### src/rtl/memory_matrix_pkg.sv
// memory_matrix_pkg: shared tile count, game FSM state encoding and one-hot helpers
package memory_matrix_pkg;
   localparam int N_TILES = 8;
   typedef enum logic [1:0] {IDLE = 2'd0, HOLD = 2'd1, RELEASE = 2'd2} state_t;
   function automatic int popcount(input logic [N_TILES-1:0] v);
      int n = 0;
      for (int i = 0; i < N_TILES; i++) if (v[i]) n++;
      return n;
   endfunction
   function automatic logic is_onehot(input logic [N_TILES-1:0] v);
      return popcount(v) == 1;
   endfunction
endpackage

### src/rtl/btn_debounce.sv
// btn_debounce: one raw active-low button -> synchronised, debounced level and a 1-cycle press pulse
//   clk    system clock
//   reset  synchronous, active-low
//   btn_n  raw button, active-low, asynchronous to clk
//   busy   button not fully at rest (synced press seen or debounced level high)
//   rise   1-cycle pulse on a debounced rising edge (press event)
module btn_debounce #(
   parameter int DEBOUNCE_CYCLES = 500000,
   parameter int CNT_W = 19
) (
   input  logic clk,
   input  logic reset,
   input  logic btn_n,
   output logic busy,
   output logic rise
);
   logic [1:0] sync;
   logic [CNT_W-1:0] cnt;
   logic level, synced;
   assign synced = ~sync[1];
   assign busy = synced | level;
   // Synchroniser resets to "pressed" so a button held through reset keeps
   // busy asserted until it debounces, letting RELEASE swallow its press event.
   always_ff @(posedge clk) begin
      if (!reset) begin
         sync  <= 2'b00;
         cnt   <= '0;
         level <= 1'b0;
         rise  <= 1'b0;
      end else begin
         sync <= {sync[0], btn_n};
         rise <= 1'b0;
         if (synced == level) cnt <= '0;
         else if (cnt == CNT_W'(DEBOUNCE_CYCLES - 1)) begin
            cnt   <= '0;
            level <= synced;
            rise  <= synced;
         end else cnt <= cnt + 1'b1;
      end
   end
endmodule

### src/rtl/guess_capture.sv
// guess_capture: debounced tile buttons -> one-hot guess under valid/ready, with duplicate/multi-press rejection
//   clk             system clock
//   reset           synchronous, active-low
//   btn_n           raw tile buttons, active-low
//   enable          guesses accepted only while high
//   clear           new round: clears history, withdraws guess
//   guess_ready     consumer accepts guess this cycle
//   guess_valid     guess holds a valid one-hot tile
//   guess           one-hot tile, 0 while guess_valid=0
//   guess_accepted  1-cycle pulse after valid&ready
//   dup_err         1-cycle pulse: press of a tile already in history
//   multi_err       1-cycle pulse: more than one press event in a cycle
//   history         tiles accepted since last clear/reset
module guess_capture
   import memory_matrix_pkg::*;
#(
   parameter int DEBOUNCE_CYCLES = 500000,
   parameter int CNT_W = 19
) (
   input  logic               clk,
   input  logic               reset,
   input  logic [N_TILES-1:0] btn_n,
   input  logic               enable,
   input  logic               clear,
   input  logic               guess_ready,
   output logic               guess_valid,
   output logic [N_TILES-1:0] guess,
   output logic               guess_accepted,
   output logic               dup_err,
   output logic               multi_err,
   output logic [N_TILES-1:0] history
);
   logic [N_TILES-1:0] busy, ev, guess_nx, history_nx;
   logic acc_nx, dup_nx, multi_nx;
   state_t state, state_nx;
   for (genvar i = 0; i < N_TILES; i++) begin : g_db
      btn_debounce #(.DEBOUNCE_CYCLES(DEBOUNCE_CYCLES), .CNT_W(CNT_W)) u_db (
         .clk(clk), .reset(reset), .btn_n(btn_n[i]), .busy(busy[i]), .rise(ev[i])
      );
   end
   assign guess_valid = state == HOLD;
   always_ff @(posedge clk) begin
      if (!reset) begin
         state          <= RELEASE;
         guess          <= '0;
         history        <= '0;
         guess_accepted <= 1'b0;
         dup_err        <= 1'b0;
         multi_err      <= 1'b0;
      end else begin
         state          <= state_nx;
         guess          <= guess_nx;
         history        <= history_nx;
         guess_accepted <= acc_nx;
         dup_err        <= dup_nx;
         multi_err      <= multi_nx;
      end
   end
   // A handshake offered in the same cycle enable drops still completes,
   // since guess_valid was high in that cycle.
   always_comb begin
      state_nx   = state;
      guess_nx   = guess;
      history_nx = history;
      acc_nx     = 1'b0;
      dup_nx     = 1'b0;
      multi_nx   = 1'b0;
      if (clear) begin
         state_nx   = RELEASE;
         guess_nx   = '0;
         history_nx = '0;
      end else begin
         case (state)
            IDLE: if (enable && |ev) begin
               if (!is_onehot(ev)) begin
                  multi_nx = 1'b1;
                  state_nx = RELEASE;
               end else if (|(ev & history)) begin
                  dup_nx   = 1'b1;
                  state_nx = RELEASE;
               end else begin
                  guess_nx = ev;
                  state_nx = HOLD;
               end
            end
            HOLD: if (guess_ready) begin
               history_nx = history | guess;
               acc_nx     = 1'b1;
               guess_nx   = '0;
               state_nx   = RELEASE;
            end else if (!enable) begin
               guess_nx = '0;
               state_nx = RELEASE;
            end
            RELEASE: state_nx = |busy ? RELEASE : IDLE;
            default: state_nx = RELEASE;
         endcase
      end
   end
endmodule
### config.mk
export PLATFORM = sky130hd
export DESIGN_NAME = guess_capture
export DESIGN_NICKNAME = d
export VERILOG_FILES = /design/src/rtl/memory_matrix_pkg.sv /design/src/rtl/btn_debounce.sv /design/src/rtl/guess_capture.sv
export SDC_FILE = /design/constraint.sdc
export NUM_CORES = 1
export LEC_CHECK = 0
export BUFFER_PORTS_ARGS = -buffer_cell sky130_fd_sc_hd__buf_4
export CAP_MARGIN = 20
export CORE_MARGIN = 3
export CORE_UTILIZATION = 25
export CTS_CLUSTER_SIZE = 16
export DETAILED_ROUTE_END_ITERATION = 10
export PLACE_DENSITY = 0.5
export RECOVER_POWER = 50
export SYNTH_ARGS = -nofsm -noshare
export SYNTH_HDL_FRONTEND = slang
export SYNTH_SLANG_ARGS = --single-unit
### constraint.sdc
create_clock -name clk -period 6.3 [get_ports clk]
set_input_delay 0 -clock clk [delete_from_list [all_inputs] [get_ports clk]]
set_output_delay 0 -clock clk [all_outputs]
set_load 0.01 [all_outputs]
==> impl_metrics.csv, run 1 <==
group,metric,value,unit
pwr,power,0.00274,W
layout,drive_above_1_share,6.31,%
drt,finalWirelength,17900,um
sta,drv_slew,0,
sta,tns,0,ps
pwr,sequentialPowerShare,48.5,%
pwr,p_leak,3.84,nW
placement,dp_hpwl,12600,um
floorplan,die_area,38400,um^2
synth,yosys_warnings,0,
clock_tree,cts_setup_buffers,0,
synth,synth.net_count,1057,
synth,yosys.cell_types.count,59,
sta,slew_headroom,15.7,%
sta,min_period,5070,ps
global_routing,grt_usage,9.25,%
drt,drt-met1-wl,9430,um
global_routing,grt_pass1_vias,6438,
global_routing,grt_pass1_wl,30900,um
pwr,ir_drop,0.000163,V
clock_tree,clock_path_buffers,3,
layout,layout_common_cells,"dfxtp_1 (205), nor2_1 (195), xor2_1 (83)",
layout,area_growth_syn_to_layout,17.6,%
sta,max_freq,197,MHz
pwr,pwr-share-clk,48.8,%
layout,diodes,0,
critical_path,startpoint_type,"flip-flop",
synth,synth.avg_cell_area,8.83,um^2
synth,synth_cells,1021,
sta,setup_viol,0,
drt,firstDrtPassIters,4,
drt,drc_errors,0,
critical_path,cp_data_required_time,6740,ps
run_status,outcome,"completed",
global_routing,grt_overflow,0,
drt,top_layer,"met4",
sta,final.period_utilization,80.5,%
layout,final_common_cell,"dfxtp_1",
layout,multiInputGateArea,4640,um^2
global_routing,grt_max_degree,28,
drt,ant_nets,0,
pwr,power_frac_comb,2.7,%
synth,synthArstFlopShare,0,%
clock_tree,clkLatencyLatePin,510,ps
placement,place_inst,1487,
sta,final-hold-violation-count,0,
job,max-cap-violations,0,
critical_path,crit_path_max_fanout,10,
sta,tightest_slew,1270,ps
clock_tree,cts_tree,"built",
floorplan,initial_utilization,25.7,%
floorplan,coreArea,35100,um^2
synth,netlist_area,9010,um^2
sta,fin_worst_skew,11.3,ps
critical_path,critPathCaptureType,"flip-flop",
placement,io_buffers,32,
layout,finalNonFillerCells,1549,
drt,drt-initial-drc-count,200,
synth,seq_area_frac_synth,45.5,%
clock_tree,htreeDepth,1,
sta,rsz0062_at_grt,"no",
floorplan,die_h,196,um
layout,nNetsFinal,1113,
global_routing,antenna_found_initial,0,
synth,synth_edf_count,0,
clock_tree,root_buffer,"clkbuf_16",
drt,wl_per_cell,11.6,um
clock_tree,clock_sinks,205,
layout,fin_util,30.2,%
floorplan,ioPinCount,33,
pwr,switchingPower,0.000594,W
layout,nFillCells,3748,
floorplan,die_w,196,um
pwr,power.density,258,nW/um^2
drt,met2_wirelength,7590,um
pwr,p_sw_share,21.7,%
drt,route.vias.total,6888,
layout,seq_area,4100,um^2
clock_tree,numCtsBuffers,23,
drt,wl_met3,449,um
synth,synthFlopType,"dfxtp_1",
critical_path,arrival,5510,ps
placement,gp_congestion,0.765,
min_path,hp-class,"primary input to flip-flop",
drt,vias_per_cell,4.45,
placement,preCtsSetupSlack,1240,ps
clock_tree,clkTransAtPathRegs,60,ps
pwr,p_int,0.00214,W
floorplan,rows,68,
critical_path,crit_type,"flip-flop to flip-flop",
sta,fin_ws,1230,ps
synth,synth-seq-cells,205,
==> Yosys cell counts (2+ instances only) <==
cell type / count / share of area [%]
dfxtp_1: 205 / 46
nor2_1: 195 / 8.1
xor2_1: 83 / 8.1
nand2_1: 79 / 3.3
nand3_1: 63 / 3.5
xnor2_1: 49 / 4.8
inv_1: 42 / 1.7
a21oi_1: 27 / 1.5
and2_1: 27 / 1.9
nand4_1: 27 / 1.9
and3_1: 25 / 1.7
ha_1: 23 / 3.2
or3_1: 21 / 1.5
o21ai_0: 19 / 1.1
nor3_1: 16 / 0.89
nor4_1: 16 / 1.1
clkbuf_1: 15 / 0.62
nor4b_1: 9 / 0.87
a21o_1: 8 / 0.67
o41a_1: 8 / 1.0
a22oi_1: 5 / 0.42
or4_1: 4 / 0.33
and4_1: 3 / 0.29
buf_6: 3 / 0.37
nand4b_1: 3 / 0.29
or4b_2: 3 / 0.33
buf_4: 2 / 0.17
mux2i_1: 2 / 0.22
nand3_2: 2 / 0.22
nor3b_1: 2 / 0.17
nor4bb_1: 2 / 0.22
o211ai_1: 2 / 0.17
o21a_1: 2 / 0.17
o31ai_1: 2 / 0.17
or2_2: 2 / 0.14
xnor2_2: 2 / 0.36
==> timing repair <==
action                                 in CTS  in global routing
hold buffers                               20                  0
endpoints found under the hold margin      19                  0
gates resized for setup                     0                  0
==> critical path, cell delays in order, from the launching register on <==
cell      delay [ps]
dfxtp_1          390
inv_1             60
ha_1             360
xor2_1           200
ha_1             310
nand2_1           90
o21ai_0          130
ha_1             310
mux2_2           270
ha_1             270
nand2_1           70
o221ai_1         240
ha_1             370
inv_1             50
a21oi_1          160
ha_1             200
nand2_1           80
mux2_1           310
o221a_2          390
nor4b_4          550
a21o_1           190
==> kinds of logic (layout without fill, tap and decap cells) <==
group,after synthesis,count (layout),synth area share [%]
compound gates,83,83,6.18
flops,205,205,45.5
buf+inv,63,136,2.96
fa+ha+maj,23,23,3.19
xor+xnor,137,137,14.1
mux,4,4,0.472
simple gates,506,506,27.6
==> power by group through the flow <==
stage	Sequential, W	Combinational (W)	Clock (W)
2_1_floorplan	0.00135	0.0000476	0
3_3_place_gp	0.00136	0.0000681	0
3_5_place_dp	0.00136	0.0000689	0
4_1_cts	0.00133	0.0000780	0.00138
5_1_grt	0.00133	0.0000874	0.00144
6_report	0.00133	0.0000749	0.00134
==> registers in the layout, summed over array words and instances, names as in the netlist <==
signal and flops:
g_db.u_db.level 8, multi_err 1, guess 8, dup_err 1, history 8, g_db.u_db.rise 8
state 2, g_db.u_db.cnt 152, guess_accepted 1, g_db.u_db.sync 16
==> final timing paths <==
check                             from                   end  slack [ps]  cells after the start
hold / removal                  enable              state[0]          40                      3
setup / recovery     g_db[0].u_db.rise              guess[4]        1230                     20
hold reg to reg   g_db[2].u_db.sync[0]  g_db[2].u_db.sync[1]         430                      1
setup reg to reg     g_db[0].u_db.rise              guess[4]        1230                     20
==> final cells by class <==
type	instances	share of cell area, %
inverters	42	1.49
clock inverters	13	1.20
clock buffers	29	6.02
repair buffers	52	3.41
multi-input cells	753	43.8
well taps	455	5.37
flip-flops and latches	205	38.7
==> per-stage QoR <==
step / cell area [um^2] / hold WS, ps
CTS: 10700 / 21.7
finish: 10600 / 43.8
global placement: 9710 / 214
floorplan: 9010 / 127
detailed placement: 9710 / 218
global route: 10600 / 55.6
==> routing by layer <==
metal	up-vias	GRT usage, %
met4	0	2.83
met3	32	1.32
met5	-	0
met2	76	14.2
li1	3599	-
met1	3181	13.4
Power figures use the tool's default switching activity.
==> run 2, diff against run 1 <==
- PLACE_DENSITY: 0.5 -> 0.51
- clock period: 6.3 -> 4.1 ns (I/O delays scaled with it)
==> impl_metrics.csv, run 2 (synthesis results as in run 1) <==
group,metric,value,unit
drt,ant_nets,0,
clock_tree,clock_path_buffers,3,
placement,gp_congestion,0.745,
pwr,ir_drop,0.000293,V
layout,top_register,"g_db.u_db.cnt",
sta,drv_slew,0,
sta,final.period_utilization,100,%
global_routing,antenna_found_initial,0,
clock_tree,clkLatencyLatePin,510,ps
layout,nNetsFinal,1134,
clock_tree,clock_sinks,205,
global_routing,grt_pass1_vias,6739,
critical_path,slowest_stage,"o41a_1",
layout,diodes,0,
drt,finalWirelength,18100,um
pwr,pwr-share-clk,52.3,%
critical_path,path_cells,"inv_2, ha_4, xor2_2, ha_1, nand2_2, o21ai_4, ha_4, mux2_4, ha_4, nand2_4, o221ai_4, ha_4, inv_4, a21oi_4, ha_4, nand2_2, mux2_4, o221a_4, o41a_1, a21o_1",
drt,top_layer,"met4",
floorplan,rows,68,
sta,min_period,4110,ps
clock_tree,cts_tree,"built",
layout,largest_registers,"g_db.u_db.cnt (152), g_db.u_db.sync (16)",
drt,vias_per_cell,4.41,
drt,drt-initial-drc-count,327,
critical_path,crit_type,"flip-flop to flip-flop",
layout,multiInputGateArea,4820,um^2
pwr,power_frac_comb,2.6,%
layout,area_growth_syn_to_layout,22.8,%
layout,layout_common_cells,"dfxtp_1 (203), nor2_1 (195), xor2_1 (82)",
drt,route.vias.total,6923,
drt,met2_wirelength,7660,um
global_routing,grt_overflow,0,
placement,dp_hpwl,12300,um
clock_tree,htreeDepth,1,
critical_path,cp_data_required_time,4500,ps
sta,tightest_slew,1250,ps
floorplan,die_h,196,um
layout,nFillCells,3693,
critical_path,critPathCaptureType,"flip-flop",
critical_path,arrival,4510,ps
job,max-cap-violations,0,
run_status,outcome,"complete, but fails checks",
min_path,hp-class,"flip-flop to flip-flop",
sta,rsz0062_at_grt,"yes",
layout,drive_above_1_share,9.78,%
critical_path,critPathMaxStageDelay,370,ps
floorplan,die_w,196,um
clock_tree,clkTransAtPathRegs,60,ps
drt,drc_errors,0,
pwr,power,0.00452,W
clock_tree,numCtsBuffers,24,
sta,max_freq,243,MHz
global_routing,grt_max_degree,28,
critical_path,cp_common_cell,"ha_4",
drt,wl_met3,751,um
global_routing,grt_usage,9.36,%
layout,seq_area,4110,um^2
sta,fin_worst_skew,9.21,ps
pwr,sequentialPowerShare,45.1,%
floorplan,die_area,38400,um^2
critical_path,startpoint_type,"flip-flop",
run_status,violations,"setup timing",
drt,firstDrtPassIters,4,
pwr,p_int,0.00361,W
sta,tns,-8.06,ps
pwr,p_leak,4.10,nW
floorplan,initial_utilization,25.7,%
floorplan,ioPinCount,33,
placement,io_buffers,32,
drt,drt-met1-wl,9300,um
sta,fin_ws,-7.89,ps
drt,wl_per_cell,11.5,um
floorplan,coreArea,35100,um^2
pwr,p_sw_share,20.1,%
critical_path,crit_buf_inv,2,
pwr,power.density,409,nW/um^2
pwr,switchingPower,0.000907,W
clock_tree,root_buffer,"clkbuf_16",
layout,largest_reg_flops,152,
sta,slew_headroom,16.5,%
global_routing,grt_pass1_wl,31500,um
critical_path,critPathTopFamily,"adder cells",
layout,final_common_cell,"dfxtp_1",
critical_path,crit_path_max_fanout,5,
sta,setup_viol,2,
sta,final-hold-violation-count,0,
[run 2: cell count changes in the layout (fill, tap and decap cells not counted), sizes merged]
cell	delta
o221a	+1
inv	-1
clkbuf	+8
dlygate4sd3	+1
clkinvlp	-2
bufinv	+3
buf	+17
clkinv	-6
[run 2: per-stage QoR]
stage                     setup WS [ps]  util [%]  hold slack, ps  area (um^2)  cells
final                             -7.89      31.6             435        11100   1570
after global routing               -190      31.6             451        11100   1570
after CTS                          12.4      31.5             426        11100   1568
after detailed placement           -163      28.2             211         9900   1502
after global placement            -79.9      28.2             209         9900   1502
after floorplan                   -70.6         -             127         9080   1021
[run 2: layer usage]
layer / up-vias / global-route usage [%]
li1: 3630 / -
met2: 91 / 14.8
met1: 3174 / 13.1
met5: - / 0
met4: 0 / 2.98
met3: 28 / 1.41
[run 2: power by group through the flow]
stage / registers, W / clock network (W) / logic, W
final: 0.00204 / 0.00237 / 0.000115
after CTS: 0.00204 / 0.00245 / 0.000120
after global placement: 0.00208 / 0 / 0.000104
after global routing: 0.00204 / 0.00253 / 0.000135
after detailed placement: 0.00208 / 0 / 0.000105
after floorplan: 0.00208 / 0 / 0.0000731
[run 2: final cells by class]
cell class,instances,share of cell area (%)
well taps,455,5.14
multi-input cells,754,43.5
repair buffers,71,4.61
clock inverters,7,1.48
clock buffers,36,6.66
flip-flops and latches,205,37.1
inverters,42,1.45
[run 2: what timing repair did]
| action | CTS | global route |
|---|---|---|
| endpoints found under the setup margin | 12 | 12 |
| hold endpoints to repair | 21 | 0 |
| hold buffers | 21 | 0 |
| pin swaps | 5 | 21 |
| gates cloned | 1 | 1 |
| gates resized for setup | 4 | 16 |
| buffers inserted | 1 | 1 |
[run 2: path summary, 6_finish.rpt]
kind,start,endpoint,slack (ps),cells after the start
worst max-delay path,g_db[1].u_db.rise,guess[1],-8,20
worst min-delay path,g_db[2].u_db.sync[0],g_db[2].u_db.sync[1],430,1
worst max register to register,g_db[1].u_db.rise,guess[1],-8,20
worst min register to register,g_db[2].u_db.sync[0],g_db[2].u_db.sync[1],430,1
